### src/rtl/seqmul_if.sv
// Operand/result bundle between the main FSM and the iterative multiplier.
interface seqmul_if #(
  parameter int WIDTH = 32
);
  logic             Start;
  logic [2:0]       Mode;
  logic [WIDTH-1:0] SrcA;
  logic [WIDTH-1:0] SrcB;
  logic [WIDTH-1:0] AccHi;
  logic [WIDTH-1:0] AccLo;
  logic             Busy;
  logic             Done;
  logic [WIDTH-1:0] ResultLo;
  logic [WIDTH-1:0] ResultHi;
  logic             FlagN;
  logic             FlagZ;

  modport master (
    output Start, Mode, SrcA, SrcB, AccHi, AccLo,
    input  Busy, Done, ResultLo, ResultHi, FlagN, FlagZ
  );

  modport slave (
    input  Start, Mode, SrcA, SrcB, AccHi, AccLo,
    output Busy, Done, ResultLo, ResultHi, FlagN, FlagZ
  );
endinterface

### src/rtl/seqmul.sv
// Radix-2 shift-add multiply / multiply-accumulate; fixed WIDTH+2 cycle latency,
// Start ignored while busy, results held until the next operation completes.
module seqmul #(
  parameter int WIDTH = 32
) (
  input  logic     clk,
  input  logic     reset,
  seqmul_if.slave  bus
);
  localparam int CW = $clog2(WIDTH + 1);

  typedef enum logic [1:0] {IDLE, RUN, FIX, DONE} state_t;

  state_t             state, state_nxt;
  logic [2:0]         mode_q;
  logic [WIDTH-1:0]   acc_hi_q, acc_lo_q;
  logic [2*WIDTH-1:0] mcand;
  logic [WIDTH-1:0]   mplier;
  logic [2*WIDTH-1:0] prod;
  logic [CW-1:0]      cnt;
  logic               neg_q;
  logic [WIDTH-1:0]   res_lo, res_hi;
  logic               flag_n, flag_z;
  logic               busy, done;

  logic               sgn_in;
  logic [WIDTH-1:0]   a_mag, b_mag;
  logic [2*WIDTH-1:0] prod_fix, acc_ext, fix_sum;
  logic [WIDTH-1:0]   lo_nxt, hi_nxt;
  logic               is_long;

  always_ff @(posedge clk) begin
    if (reset) state <= IDLE;
    else       state <= state_nxt;
  end

  always_comb begin
    state_nxt = state;
    case (state)
      IDLE, DONE: state_nxt = bus.Start ? RUN : IDLE;
      RUN:        if (cnt == CW'(1)) state_nxt = FIX;
      FIX:        state_nxt = DONE;
      default:    state_nxt = IDLE;
    endcase
  end

  always_comb begin
    busy = (state == RUN) || (state == FIX);
    done = (state == DONE);
  end

  // Signed modes multiply magnitudes; the sign is restored in FIX.
  always_comb begin
    sgn_in = (bus.Mode[2:1] == 2'b11);
    a_mag  = (sgn_in && bus.SrcA[WIDTH-1]) ? (~bus.SrcA + 1'b1) : bus.SrcA;
    b_mag  = (sgn_in && bus.SrcB[WIDTH-1]) ? (~bus.SrcB + 1'b1) : bus.SrcB;
  end

  always_comb begin
    is_long  = mode_q[2];
    prod_fix = neg_q ? (~prod + 1'b1) : prod;
    acc_ext  = '0;
    if (mode_q[2] && mode_q[0]) acc_ext = {acc_hi_q, acc_lo_q};
    else if (mode_q == 3'b001)  acc_ext = {{WIDTH{1'b0}}, acc_lo_q};
    fix_sum  = prod_fix + acc_ext;
    lo_nxt   = fix_sum[WIDTH-1:0];
    hi_nxt   = is_long ? fix_sum[2*WIDTH-1:WIDTH] : '0;
  end

  always_ff @(posedge clk) begin
    if (reset) begin
      mode_q   <= '0;
      acc_hi_q <= '0;
      acc_lo_q <= '0;
      mcand    <= '0;
      mplier   <= '0;
      prod     <= '0;
      cnt      <= '0;
      neg_q    <= 1'b0;
      res_lo   <= '0;
      res_hi   <= '0;
      flag_n   <= 1'b0;
      flag_z   <= 1'b0;
    end else begin
      case (state)
        IDLE, DONE: begin
          if (bus.Start) begin
            mode_q   <= bus.Mode;
            acc_hi_q <= bus.AccHi;
            acc_lo_q <= bus.AccLo;
            mcand    <= {{WIDTH{1'b0}}, a_mag};
            mplier   <= b_mag;
            neg_q    <= sgn_in && (bus.SrcA[WIDTH-1] ^ bus.SrcB[WIDTH-1]);
            prod     <= '0;
            cnt      <= CW'(WIDTH);
          end
        end
        RUN: begin
          if (mplier[0]) prod <= prod + mcand;
          mcand  <= mcand << 1;
          mplier <= mplier >> 1;
          cnt    <= cnt - 1'b1;
        end
        FIX: begin
          res_lo <= lo_nxt;
          res_hi <= hi_nxt;
          flag_n <= is_long ? hi_nxt[WIDTH-1] : lo_nxt[WIDTH-1];
          flag_z <= is_long ? ({hi_nxt, lo_nxt} == '0) : (lo_nxt == '0);
        end
        default: ;
      endcase
    end
  end

  assign bus.Busy     = busy;
  assign bus.Done     = done;
  assign bus.ResultLo = res_lo;
  assign bus.ResultHi = res_hi;
  assign bus.FlagN    = flag_n;
  assign bus.FlagZ    = flag_z;
endmodule

### src/flat_wrapper.sv
// flat-port wrapper written by rule: the top's interface ports become plain ports
module seqmul_flat 
#(
  parameter int WIDTH = 32
)
  (clk, reset, bus_Start, bus_Mode, bus_SrcA, bus_SrcB, bus_AccHi, bus_AccLo, bus_Busy, bus_Done, bus_ResultLo, bus_ResultHi, bus_FlagN, bus_FlagZ);
  seqmul_if #(.WIDTH(WIDTH)) bus_i ();
  input  logic clk;
  input  logic reset;
  input wire logic [$bits(bus_i.Start)-1:0] bus_Start;
  input wire logic [$bits(bus_i.Mode)-1:0] bus_Mode;
  input wire logic [$bits(bus_i.SrcA)-1:0] bus_SrcA;
  input wire logic [$bits(bus_i.SrcB)-1:0] bus_SrcB;
  input wire logic [$bits(bus_i.AccHi)-1:0] bus_AccHi;
  input wire logic [$bits(bus_i.AccLo)-1:0] bus_AccLo;
  output wire logic [$bits(bus_i.Busy)-1:0] bus_Busy;
  output wire logic [$bits(bus_i.Done)-1:0] bus_Done;
  output wire logic [$bits(bus_i.ResultLo)-1:0] bus_ResultLo;
  output wire logic [$bits(bus_i.ResultHi)-1:0] bus_ResultHi;
  output wire logic [$bits(bus_i.FlagN)-1:0] bus_FlagN;
  output wire logic [$bits(bus_i.FlagZ)-1:0] bus_FlagZ;
  assign bus_i.Start = bus_Start;
  assign bus_i.Mode = bus_Mode;
  assign bus_i.SrcA = bus_SrcA;
  assign bus_i.SrcB = bus_SrcB;
  assign bus_i.AccHi = bus_AccHi;
  assign bus_i.AccLo = bus_AccLo;
  assign bus_Busy = bus_i.Busy;
  assign bus_Done = bus_i.Done;
  assign bus_ResultLo = bus_i.ResultLo;
  assign bus_ResultHi = bus_i.ResultHi;
  assign bus_FlagN = bus_i.FlagN;
  assign bus_FlagZ = bus_i.FlagZ;
  seqmul #(.WIDTH(WIDTH)) u_core (.clk(clk), .reset(reset), .bus(bus_i));
endmodule
### config.mk
export PLATFORM = sky130hd
export DESIGN_NAME = seqmul_flat
export DESIGN_NICKNAME = d
export VERILOG_FILES = /design/src/rtl/seqmul_if.sv /design/src/rtl/seqmul.sv /design/src/flat_wrapper.sv
export SDC_FILE = /design/constraint.sdc
export NUM_CORES = 1
export LEC_CHECK = 0
export CAP_MARGIN = 15
export CORE_MARGIN = 1
export CORE_UTILIZATION = 55
export DETAILED_ROUTE_END_ITERATION = 8
export GPL_TIMING_DRIVEN = 0
export HOLD_SLACK_MARGIN = 0.15
export PLACE_DENSITY = 0.73
export SYNTH_ARGS = -nofsm -noshare
export SYNTH_HDL_FRONTEND = slang
export SYNTH_SLANG_ARGS = --single-unit
### constraint.sdc
create_clock -name clk -period 9.3 [get_ports clk]
set_clock_uncertainty 0.05 [all_clocks]
set_input_delay 1.395 -clock clk [delete_from_list [all_inputs] [get_ports clk]]
set_output_delay 1.395 -clock clk [all_outputs]
set_load 0.01 [all_outputs]
==> impl_metrics.csv <==
group,metric,value,unit
status,status,"complete, no violations",
floorplan,rows,72,
synth,synth_area_leaders,"dfxtp_1 28%, nand2_1 8.4%, ha_1 8.0%",
critical_path,end_kind,"register",
critical_path,max_stage_delay,580,ps
sta,tns,0,ps
clock_network,cts_tree,"yes",
critical_path,crit_type,"reg -> reg",
synth,yosys.area.top_type,"dfxtp_1",
grt,grt_use_total,0.346,
power_and_ir_drop,internal-power,2.78,mW
drt,drt-vias-per-instance,6.04,
clock_network,cts_resized,0,
drt,finalWirelength,71800,um
power_and_ir_drop,swShare,0.388,
grt,grt_pass1_vias,21400,
critical_path,startpoint_type,"register",
critical_path,worstSetupStartpoint,"u_core.prod[9]",
finish,antenna_cells,0,
grt,grt_max_degree,15,
synth,yosysSeqAreaShare,0.276,
floorplan,dieArea,40700,um2
floorplan,initial_core_util,0.562,
sta,finalSetupViolCount,0,
clock_network,insertion_delay,560,ps
sta,slew_violations,0,
power_and_ir_drop,clock_power_share,0.296,
placement,hpwl,57900,um
critical_path,critPathArrivalTime,8520,ps
sta,hold_viol,0,
critical_path,rr_startpoint,"u_core.prod[9]",
floorplan,io_pins,202,
power_and_ir_drop,p_seq_frac,0.359,
power_and_ir_drop,ir_drop,0.152,mV
min_path,min_path_type,"reg -> reg",
placement,gp_congestion,0.987,
sta,min_period,8070,ps
synth,synth-seq-cells,302,
grt,antenna_found_initial,0,
power_and_ir_drop,comb_power_share,0.345,
drt,drt-wirelength-per-cell,19.1,um
synth,async_reset_ff_frac,0,
clock_network,htree_levels,2,
min_path,min_from,"u_core.acc_lo_q[0]",
clock_network,cts.sinks,302,
sta,rsz0062_at_grt,"false",
placement,portBuffers,200,
drt,ant_nets,0,
power_and_ir_drop,p_per_area,177,nW/um2
critical_path,required,9760,ps
clock_network,ctsHoldBuffers,0,
synth,synthesis.instances,2983,
drt,dr.pass1.iters,6,
grt,grt.busiest_layer,"met2",
synth,synth_top_area_share,0.276,
clock_network,numCtsBuffers,34,
finish,final_common_cell,"nand2_1",
finish,nNetsFinal,3496,
sta,max_freq,0.124,GHz
grt,met2_usage,0.569,
job,maxCapViolations,0,
sta,max_slew_margin,0.271,
clock_network,root_buffer,"clkbuf_16",
critical_path,critPathMaxFanout,7,
power_and_ir_drop,power,4.55,mW
synth,ys_types,75,
synth,synth-edff-count,0,
grt,grtUsageMet1,0.462,
critical_path,crit_slowest_cell,"or4_4",
finish,drive_above_1_share,0.0256,
drt,drt_iter0_markers,1831,
placement,place_ws,1520,ps
finish,layout_common_cells,"488 x nand2_1, 347 x a21oi_1, 302 x dfxtp_1, 228 x nor2_1, 200 x clkdlybuf4s50_1",
floorplan,fp.coreArea,39000,um2
critical_path,crit_chain,"or4_4 > nand2b_4 > or2_4 > or3_4 > nand2b_4 > or4_4 > or2_4 > or4_4 > or2_1 > or4b_4 > o21ai_1 > xnor2_1 > ha_1 > o21ai_0 > nand2b_1 > a31oi_1 > o311ai_0 > a211oi_1 > nor4b_1 > and3_1 > nand3_1 > or4_1 > nor4_1 > a21o_1",
critical_path,crit_top_cell,"or4_4",
grt,grt_pass1_wl,113000,um
drt,drc,0,
floorplan,die_x,202,um
power_and_ir_drop,power_switching,1.77,mW
synth,syn_nets,3260,
synth,post_synth.cell_area_avg,7.35,um2
clock_network,post_cts_buffers,0,
floorplan,die_h,202,um
grt,gr-total-overflow,0,
finish,syn_to_final_growth,17.1,%
sta,setup_slack,1230,ps
sta,hold_ws,400,ps
sta,worstMarginPinSlew,1070,ps
synth,synth_warnings,0,
sta,min_period_over_period,0.868,
synth,synth-main-ff-cell,"dfxtp_1",
power_and_ir_drop,leakagePower,10.1,nW
drt,vias,22700,
synth,syn_area,21900,um2
grt,use_met3,0.0418,
clock_network,path_clk_slew,60,ps
clock_network,cts_max_path_buffers,3,
==> stage by stage <==
| stage | cell area, um2 | instances | utilization |
|---|---|---|---|
| final | 25700 | 3759 | 0.658 |
| after global routing | 25700 | 3759 | 0.658 |
| after CTS | 25700 | 3759 | 0.658 |
| after detailed placement | 24600 | 3701 | 0.630 |
| after global placement | 24600 | 3701 | 0.630 |
| after floorplan | 21900 | 2983 | - |
==> final timing paths <==
path | depth (start not counted) | endpoint | slack [ps]
hold reg to reg | 2 | u_core.acc_lo_q[0] | 400
hold / removal | 2 | u_core.acc_lo_q[0] | 400
setup / recovery | 24 | u_core.bus.FlagZ | 1230
setup reg to reg | 24 | u_core.bus.FlagZ | 1230
==> sequential cells by signal, indices dropped and copies added, names as in the netlist, 2 cells and up <==
| signal | flops |
|---|---|
| u_core.mode_q | 3 |
| u_core.acc_lo_q | 32 |
| u_core.bus.ResultHi | 32 |
| u_core.acc_hi_q | 32 |
| u_core.bus.ResultLo | 32 |
| u_core.cnt | 6 |
| u_core.state | 2 |
| u_core.mcand | 64 |
| u_core.mplier | 32 |
| u_core.prod | 64 |
==> area by class of cell <==
class,instances,area (um2)
clock inverter,15,178
fill,3485,13300
timing repair buffer,200,2000
multi-input combinational,2428,14900
buffer,194,728
sequential,302,6050
tap,518,648
inverter,59,221
clock buffer,43,915
==> power by group through the flow <==
| stage | registers (mW) | clock network [mW] | logic, mW |
|---|---|---|---|
| 3_5_place_dp | 1.65 | 0 | 1.54 |
| 6_report | 1.63 | 1.35 | 1.57 |
| 2_1_floorplan | 1.60 | 0 | 1.04 |
| 3_3_place_gp | 1.64 | 0 | 1.50 |
| 5_1_grt | 1.65 | 1.41 | 1.72 |
| 4_1_cts | 1.63 | 1.35 | 1.56 |
==> metal layers <==
metal / vias up / routed length [um]
met1: 10600 / 32300
met4: 0 / 2320
met2: 872 / 32500
met3: 132 / 4680
li1: 11100 / -
met5: - / 0
==> logic make-up after synthesis <==
group | Yosys count | synth area share
DFF | 302 | 0.276
muxes | 39 | 0.0178
buffers and inverters | 253 | 0.0433
AOI/OAI and AO/OA | 880 | 0.246
adders and majority gates | 143 | 0.0823
and+or+nand+nor | 1121 | 0.237
xor gates and xnor gates | 245 | 0.0979
==> synthesized netlist by cell type, types with 4 or more instances <==
library cell,count
o21ai_0,166
a211o_1,4
nand3b_1,4
o21a_1,20
a211oi_1,22
nand2b_1,22
o31ai_1,32
or3_1,15
and2_1,45
nor2b_1,20
o221ai_1,5
and3_1,47
o211ai_1,51
nor2_1,228
or2_2,10
o21bai_1,28
nor3_1,39
nand3_1,86
or4_1,18
a31oi_1,32
nand4_1,54
a21o_1,59
a41oi_1,5
xor2_1,85
a22oi_1,38
a2111oi_0,4
xnor2_1,160
nand2_1,488
a32oi_1,4
nor4_1,16
a21boi_0,9
o41ai_1,14
mux2i_1,39
inv_1,58
a221oi_1,5
buf_1,20
clkbuf_1,174
o31a_1,5
nor3b_1,4
a21oi_1,347
dfxtp_1,302
ha_1,141
==> critical path, delay by kind of cell (launching register included) <==
kind | cells | cell delay, ps
AO/OA/AOI/OAI | 6 | 1680
XOR/XNOR | 1 | 240
adder cells (fa/ha/maj) | 1 | 400
flip-flops | 1 | 390
AND/OR/NAND/NOR | 16 | 5250
No activity file was read; power rests on OpenSTA's default activity.
